===== src/rtl/wbc_lineclk_pkg.sv =====
// Shared constants and types for the line-time clock peripheral.
package wbc_lineclk_pkg;

  localparam int unsigned DATA_W = 16;
  localparam int unsigned SEL_W  = 2;
  localparam int unsigned VEC_W  = 9;

  localparam logic [DATA_W-1:0] CSR_ADDR = 16'o177546;

  localparam int unsigned OVR_BIT = 8;
  localparam int unsigned MON_BIT = 7;
  localparam int unsigned IE_BIT  = 6;

  localparam logic [VEC_W-1:0] DEFAULT_VECTOR = 9'o100;

  typedef enum logic [1:0] {
    ST_IDLE  = 2'd0,
    ST_REQ   = 2'd1,
    ST_REARM = 2'd2
  } irq_state_e;

  typedef struct packed {
    logic ovr;
    logic mon;
    logic ie;
  } csr_t;

  // Place the live CSR fields at their bus bit positions; the rest read 0.
  function automatic logic [DATA_W-1:0] csr_pack(input csr_t c);
    logic [DATA_W-1:0] w;
    w          = '0;
    w[OVR_BIT] = c.ovr;
    w[MON_BIT] = c.mon;
    w[IE_BIT]  = c.ie;
    return w;
  endfunction

endpackage


===== src/rtl/wbc_edge_sync.sv =====
// Optional 2-flop synchronizer followed by a rising-edge detector.
// Flops preset to 1 so a level already high at reset release is not an edge.
module wbc_edge_sync #(
  parameter bit SYNC = 1'b1
) (
  input  logic clk_i,
  input  logic rst_ni,
  input  logic init_i,
  input  logic d_i,
  output logic rise_c_o
);

  logic lvl_c;
  logic hist_q;

  if (SYNC) begin : g_sync
    logic s1_q;
    logic s2_q;

    // Two-stage synchronizer into the clk_i domain.
    always_ff @(posedge clk_i or negedge rst_ni) begin
      if (!rst_ni) begin
        s1_q <= 1'b1;
        s2_q <= 1'b1;
      end else begin
        s1_q <= d_i;
        s2_q <= s1_q;
      end
    end

    assign lvl_c = s2_q;
  end else begin : g_nosync
    assign lvl_c = d_i;
  end

  // History register; during init it simply absorbs the current level.
  always_ff @(posedge clk_i or negedge rst_ni) begin
    if (!rst_ni) begin
      hist_q <= 1'b1;
    end else begin
      hist_q <= lvl_c;
    end
  end

  assign rise_c_o = lvl_c & ~hist_q & ~init_i;

endmodule


===== src/rtl/wbc_lineclk.sv =====
// Line-time clock CSR (MON/IE/OVR) with a vectored request/acknowledge interrupt.
module wbc_lineclk
  import wbc_lineclk_pkg::*;
#(
  parameter logic [VEC_W-1:0] VECTOR = DEFAULT_VECTOR,
  parameter bit               SYNC   = 1'b1
) (
  input  logic              sys_clk,
  input  logic              sys_rst_n,
  input  logic              sys_init,
  input  logic              tick,
  input  logic              ltc_ena,
  input  logic              wb_cyc_i,
  input  logic              wb_stb_i,
  input  logic              wb_we_i,
  input  logic [SEL_W-1:0]  wb_sel_i,
  input  logic [DATA_W-1:0] wb_dat_i,
  output logic [DATA_W-1:0] wb_dat_o,
  output logic              wb_ack_o,
  output logic              irq,
  output logic [VEC_W-1:0]  ivec,
  input  logic              iack
);

  logic       rise_c;
  logic       qtick_c;
  logic       req_c;
  logic       wr_lo_c;
  logic       wr_hi_c;
  logic       ie_clr_c;
  logic       rearm_ok_c;
  csr_t       csr_q;
  csr_t       csr_d;
  irq_state_e state_q;
  logic       irq_q;
  logic       ack_q;
  logic [DATA_W-1:0] dat_q;
  logic       unused_dat_c;

  wbc_edge_sync #(
    .SYNC (SYNC)
  ) u_edge (
    .clk_i    (sys_clk),
    .rst_ni   (sys_rst_n),
    .init_i   (sys_init),
    .d_i      (tick),
    .rise_c_o (rise_c)
  );

  assign req_c      = wb_cyc_i & wb_stb_i;
  assign wr_lo_c    = req_c & wb_we_i & wb_sel_i[0];
  assign wr_hi_c    = req_c & wb_we_i & wb_sel_i[1];
  assign qtick_c    = rise_c & ltc_ena;
  assign ie_clr_c   = wr_lo_c & ~wb_dat_i[IE_BIT];
  assign rearm_ok_c = csr_q.ie & ~ie_clr_c;

  assign unused_dat_c = ^{wb_dat_i[DATA_W-1:MON_BIT+1], wb_dat_i[IE_BIT-1:0]};

  // CSR next state: software writes first, a tick overrides MON and may flag overrun.
  always_comb begin
    csr_d = csr_q;
    if (wr_lo_c) begin
      csr_d.mon = wb_dat_i[MON_BIT];
      csr_d.ie  = wb_dat_i[IE_BIT];
    end
    if (wr_hi_c) begin
      csr_d.ovr = 1'b0;
    end
    if (qtick_c) begin
      csr_d.mon = 1'b1;
      if (state_q == ST_REQ && !iack) begin
        csr_d.ovr = 1'b1;
      end
    end
    if (sys_init) begin
      csr_d = '0;
    end
  end

  // CSR register.
  always_ff @(posedge sys_clk or negedge sys_rst_n) begin
    if (!sys_rst_n) begin
      csr_q <= '0;
    end else begin
      csr_q <= csr_d;
    end
  end

  // Interrupt FSM; ST_REARM holds irq low one cycle when a tick meets iack.
  always_ff @(posedge sys_clk or negedge sys_rst_n) begin
    if (!sys_rst_n) begin
      state_q <= ST_IDLE;
      irq_q   <= 1'b0;
    end else if (sys_init) begin
      state_q <= ST_IDLE;
      irq_q   <= 1'b0;
    end else begin
      case (state_q)
        ST_IDLE: begin
          if (qtick_c && rearm_ok_c) begin
            state_q <= ST_REQ;
            irq_q   <= 1'b1;
          end
        end
        ST_REQ: begin
          if (iack) begin
            state_q <= (qtick_c && rearm_ok_c) ? ST_REARM : ST_IDLE;
            irq_q   <= 1'b0;
          end else if (ie_clr_c) begin
            state_q <= ST_IDLE;
            irq_q   <= 1'b0;
          end
        end
        ST_REARM: begin
          if (rearm_ok_c) begin
            state_q <= ST_REQ;
            irq_q   <= 1'b1;
          end else begin
            state_q <= ST_IDLE;
            irq_q   <= 1'b0;
          end
        end
        default: begin
          state_q <= ST_IDLE;
          irq_q   <= 1'b0;
        end
      endcase
    end
  end

  // Bus acknowledge follows the strobe by one cycle; read data travels with it.
  always_ff @(posedge sys_clk or negedge sys_rst_n) begin
    if (!sys_rst_n) begin
      ack_q <= 1'b0;
      dat_q <= '0;
    end else begin
      ack_q <= req_c;
      dat_q <= req_c ? csr_pack(csr_q) : '0;
    end
  end

  assign wb_ack_o = ack_q;
  assign wb_dat_o = dat_q;
  assign irq      = irq_q;
  assign ivec     = VECTOR;

endmodule

===== config.mk =====
export PLATFORM = sky130hd
export DESIGN_NAME = wbc_lineclk
export DESIGN_NICKNAME = d
export VERILOG_FILES = /design/src/rtl/wbc_lineclk_pkg.sv /design/src/rtl/wbc_edge_sync.sv /design/src/rtl/wbc_lineclk.sv
export SDC_FILE = /design/constraint.sdc
export NUM_CORES = 1
export LEC_CHECK = 0
export CORE_AREA = 2 2 52 54
export DETAILED_ROUTE_END_ITERATION = 8
export DIE_AREA = 0 0 54 56
export GPL_TIMING_DRIVEN = 0
export PLACE_DENSITY = 0.85
export SLEW_MARGIN = 20
export SYNTH_ARGS = -nofsm -noshare
export SYNTH_HDL_FRONTEND = slang
export SYNTH_SLANG_ARGS = --single-unit

===== constraint.sdc =====
create_clock -name sys_clk -period 1.1 [get_ports sys_clk]
set_input_delay 0.22 -clock sys_clk [delete_from_list [all_inputs] [get_ports sys_clk]]
set_output_delay 0.22 -clock sys_clk [all_outputs]
set_load 0.005 [all_outputs]

* Yosys cells after proc, flatten, opt, wreduce, memory -nomap -nowiden *
Index checks and enable logic that the tools add are counted.

storage, ports and cells
  register bits after elaboration = 19
  input bits = 27

cells by class
  equal/unequal tests = 4
  mux-type cells = 19
  bitwise logic cells = 13
  reductions and logical operators = 7

operators by type and width
  cell                                                                    number
  2-bit 2-to-1 mux                                                        7
  1-bit bitwise AND                                                       9
  9-bit 2-to-1 mux                                                        1
  1-bit 2-to-1 mux                                                        8
  2-bit case mux with 3 select lines                                      1
  4-bit != test (second input constant)                                   1
  1-bit NOT                                                               4
  3-bit 2-to-1 mux                                                        1
  3-bit != test (second input constant)                                   1
  1-bit case mux with 3 select lines                                      1
  3-bit nonzero test                                                      1
  2-bit by 1-bit equality test with 1-bit output (second input constant)  1
  2-bit equality test (second input constant)                             1
  1-bit logical AND                                                       2
  2-bit logical NOT                                                       1
  2-bit AND reduction                                                     1
  2-bit nonzero test                                                      1
  1-bit logical NOT                                                       1

* Longest topological paths before layout *
  depth after elaboration = 11
  depth in mapped cells = 3
  gate-level depth less buffers = 3

* Cells and area by module *
From an unflattened synthesis, not the netlist that was laid out.

unflattened totals
  cell total of the unflattened synthesis = 69
  area total of the unflattened synthesis = 723.2 sq um

by module, submodules not included
  module         times used  cells each  area each (sq um)  sequential area each (sq um)
  wbc_lineclk    1           65          631.9              250.2
  wbc_edge_sync  1           4           91.3               78.8

* Worst setup path before layout *
Ideal clock, no wire load.

  path type = register -> register
  start point = register u_edge.hist_q
  end point = register irq_q (netlist: irq)
  library setup time = 0.136 ns
  arrival = 0.947 ns
  setup slack = 0.018 ns
  stages on the path, launching flop included = 4
  path buffers = 0
  clock period less this slack = 1.082 ns
  cells stage by stage = dfstp_2 > and3b_1 > o211ai_1 > o211ai_1

between the ends
  longest elaborated chain between the ends = 7

ends and longest elaborated chain
  element                          RTL line             source
  from (decl)                      wbc_edge_sync.sv:14  logic hist_q;
  from (signal assigned)           wbc_edge_sync.sv:41  hist_q <= lvl_c;
  1-bit NOT                        wbc_edge_sync.sv:45  assign rise_c_o = lvl_c & ~hist_q & ~init_i;
  1-bit bitwise AND (2 in series)  wbc_edge_sync.sv:45
  1-bit bitwise AND                wbc_lineclk.sv:53    assign qtick_c = rise_c & ltc_ena;
  1-bit logical AND                wbc_lineclk.sv:100   if (qtick_c && rearm_ok_c) begin
  3-bit != test (no line)          -
  2-bit AND reduction (no line)    -
  to (signal assigned)             wbc_lineclk.sv:102   irq_q <= 1'b1;
  to (signal assigned)             wbc_lineclk.sv:108   irq_q <= 1'b0;
  to (signal assigned)             wbc_lineclk.sv:111   irq_q <= 1'b0;
  to (decl)                        wbc_lineclk.sv:35    logic irq_q;

No other way between the ends.
A chain may end at the register's enable or synchronous reset.

* Worst setup path in the final report *
Same ends and word-level chain as after synthesis.

==> impl_results.md <==
* Commonest non-fill, non-tap cell in the layout: buf_4
* Final Instance Area at around 1000 sq um
* Die W at roughly 54 microns
* Critical Path Fanout Max at 3
* Die area at between 3000 and 4000 sq um
* Data arrival, critical path at 1330 ps
* Placed Instance Area at 972 sq um
* Reg2Reg Depth at 3
* Post-route non-filler standard cell count at about 140
* RSZ-0062 raised after global routing: yes
* Pwr Density at between 900 and 1000 nW/um^2
* Clock skew at roughly 2.6 ps
* PortBufs at 17
* Status: finished with violations
* P_leak at 0.546 nW
* Maximum Capacitance Violations at 0
* Total wire length at around 1400 microns
* Worst VDD drop at 0.420 mV
* Antenna violations before repair at 0
* Critical path capture point type: flip-flop
* Ant. Diodes at 0
* Synthesis-stage register bit count at 13
* RePlAce Congestion at 0.692
* Hold crit path type: in -> async
* Wire per inst at approximately 10 microns
* Synth Warn # at 0
* First drt pass iteration count at 4
* CTS Buffer Depth at 2
* H-tree Lvls at 1
* Worst path depth at 3
* CP Class: reg -> reg
* Flop-to-flop setup slack at -80 ps
* Layout cell share with drive strength beyond 1 at 41.1%
* Endpoints failing hold at 0
* Tcrit/Tclk final at 107%
* Fmax at ~0.85 GHz
* Most frequent cells in the layout: buf_4 (25), conb_1 (22), dfrtp_1 (10)
* Core Box Area at 2430 sq um
* TritonCTS clock tree: done
* Critical Path Max Stage Delay at roughly 520 ps
* Via Count at about 530
* Netlist cell types at 22
* Iter 0 DRT Violations at 4
* GRT Total Usage at slightly above 10%
* Via-to-Cell Ratio at roughly 3.8
* DR DRC count at 0
* Tmin final at ~1200 ps
* Most frequent CP cell: o211ai_1
* Top delay family on crit path: flip-flops
* Worst Tran Pin Value at around 560 ps
* Clock Sinks at 13
* Top Ports at between 50 and 60
* Clock transition at path regs at 70 ps
* First-pass GRT wire length at ~2100 microns
* Starting Density at between 20% and 30%
* Post-layout nets at approximately 140
* CTS buffer count at 3
* Worst Setup Start Kind: flip-flop
* Slew HR at between 60% and 70%
* Remaining antenna violation count at 0
* Worst setup margin at -81.7 ps
* Area Growth Syn to Fin at 44.8%
* Rows at 18
* CP max stage cell: dfstp_2
* Mapped Avg Cell Area at around 11 sq um
* Placed cell count at 130
* Clk Latency, worst-skew pair at around 280 ps
* Final Slew Violations at 0
* Crit path buf inv count at 0
* GRT overflow at 0
* Critical path cell sequence: and3b_1, o211ai_1, o211ai_1
* Number of global-route vias before repair at 480
* Failing checks: setup timing
* Largest net degree at the start of global routing at 14
* Die H at roughly 56 microns
* Post-Synthesis Cells at 63
* Cts hold-fix bufs at 0
* Syn Std Cell Area at between 600 and 700 sq um
* Post-synthesis sequential area ratio at about 48%
* Setup-failing EPs final at 4
* Post-DP HPWL at 1070 microns
* CP required at around 1300 ps
* Root Buffer Master: clkbuf_4
-- power breakdown --
part / leakage, nW / internal, mW / switching, mW / total (mW)
combinational: 0.362 / 0.0994 / 0.0671 / 0.166
sequential: 0.169 / 0.494 / 0.00475 / 0.499
clock: 0.0150 / 0.141 / 0.145 / 0.286
-- layer usage --
layer | GRT usage [%] | up-vias | part of all wire [%] | routed length, microns
met2 | 16.6 | 42 | 50 | 708
li1 | - | 257 | - | -
met4 | 10.0 | 0 | 3.6 | 52
met1 | 9.14 | 221 | 32 | 464
met5 | 0 | - | 0 | 0
met3 | 4.57 | 6 | 14 | 203
-- per-stage QoR --
| step | hold slack (ps) | total power, mW | util (%) | setup TNS (ps) | worst slack [ps] |
|---|---|---|---|---|---|
| floorplan | -75.6 | 0.601 | - | 0 | 17.6 |
| detailed placement | 349 | 0.675 | 40.0 | -2100 | -474 |
| CTS | 319 | 0.965 | 42.1 | -189 | -87.3 |
| global route | 322 | 1.02 | 41.0 | -467 | -156 |
| finish | 302 | 0.951 | 41.0 | -214 | -81.7 |
| global placement | 347 | 0.672 | 40.0 | -1760 | -446 |
-- registers in the layout (all words and copies together), names as in the netlist --
signal              cells
csr_q                   3
u_edge.hist_q           1
wb_dat_o                3
u_edge.g_sync.s2_q      1
state_q                 2
u_edge.g_sync.s1_q      1
irq                     1
wb_ack_o                1
-- timing repair --
action / 4_1_cts / 5_1_grt
gates resized for setup: 16 / 5
pin swaps: 3 / 1
buffers inserted: 3 / 0
setup endpoints to repair: 10 / 9
-- cell type report --
type / count / area, sq um
Tap cell: 30 / 37.5
Sequential cell: 13 / 329
Inverter: 2 / 7.51
Buffer: 22 / 165
Timing Repair Buffer: 20 / 163
Clock buffer: 4 / 26.3
Fill cell: 245 / 1430
Multi-Input combinational cell: 46 / 270
-- synthesized netlist by cell type --
cell type  count  area (sq um)
buf_4         22           165
dfrtp_1       10           250
nor2_1         4          15.0
and3_2         3          22.5
dfstp_2        3          78.8
conb_1         2          7.51
inv_1          2          7.51
nand3_1        2          10.0
o211ai_1       2          15.0
a21oi_1        1          5.00
a311o_1        1          10.0
and2_2         1          7.51
and3b_1        1          8.76
mux2_4         1          15.0
mux2i_1        1          10.0
nand2_1        1          3.75
nand3b_1       1          7.51
nand4_4        1          21.3
nor3_1         1          5.00
o2111ai_1      1          8.76
o21ai_1        1          5.00
o21ba_1        1          10.0
-- cell families after synthesis --
kind of cell | Yosys count | share of synthesized area (%)
AOI/OAI and AO/OA | 7 | 7.80
muxes | 2 | 3.63
buffers and inverters | 24 | 25.0
other | 2 | 1.09
DFF | 13 | 47.7
and+or+nand+nor | 15 | 14.7
-- worst paths after layout --
check                                             startpoint                            to
min in group sys_clk                                    tick  u_edge.g_sync.s1_q$_DFF_PN1_
worst min-delay path                               sys_rst_n          csr_q[0]$_DFFE_PN0P_
worst max register to register       u_edge.hist_q$_DFF_PN1_               irq$_DFFE_PN0P_
max in group asynchronous                          sys_rst_n       u_edge.hist_q$_DFF_PN1_
worst max-delay path                 u_edge.hist_q$_DFF_PN1_               irq$_DFFE_PN0P_
worst min register to register  u_edge.g_sync.s1_q$_DFF_PN1_  u_edge.g_sync.s2_q$_DFF_PN1_
-- worst register-to-register path: stages (launching register included) --
cell and delay (ps):
dfstp_2 520, and3b_1 190, o211ai_1 220, o211ai_1 120
(Power assumes the default switching activity.)
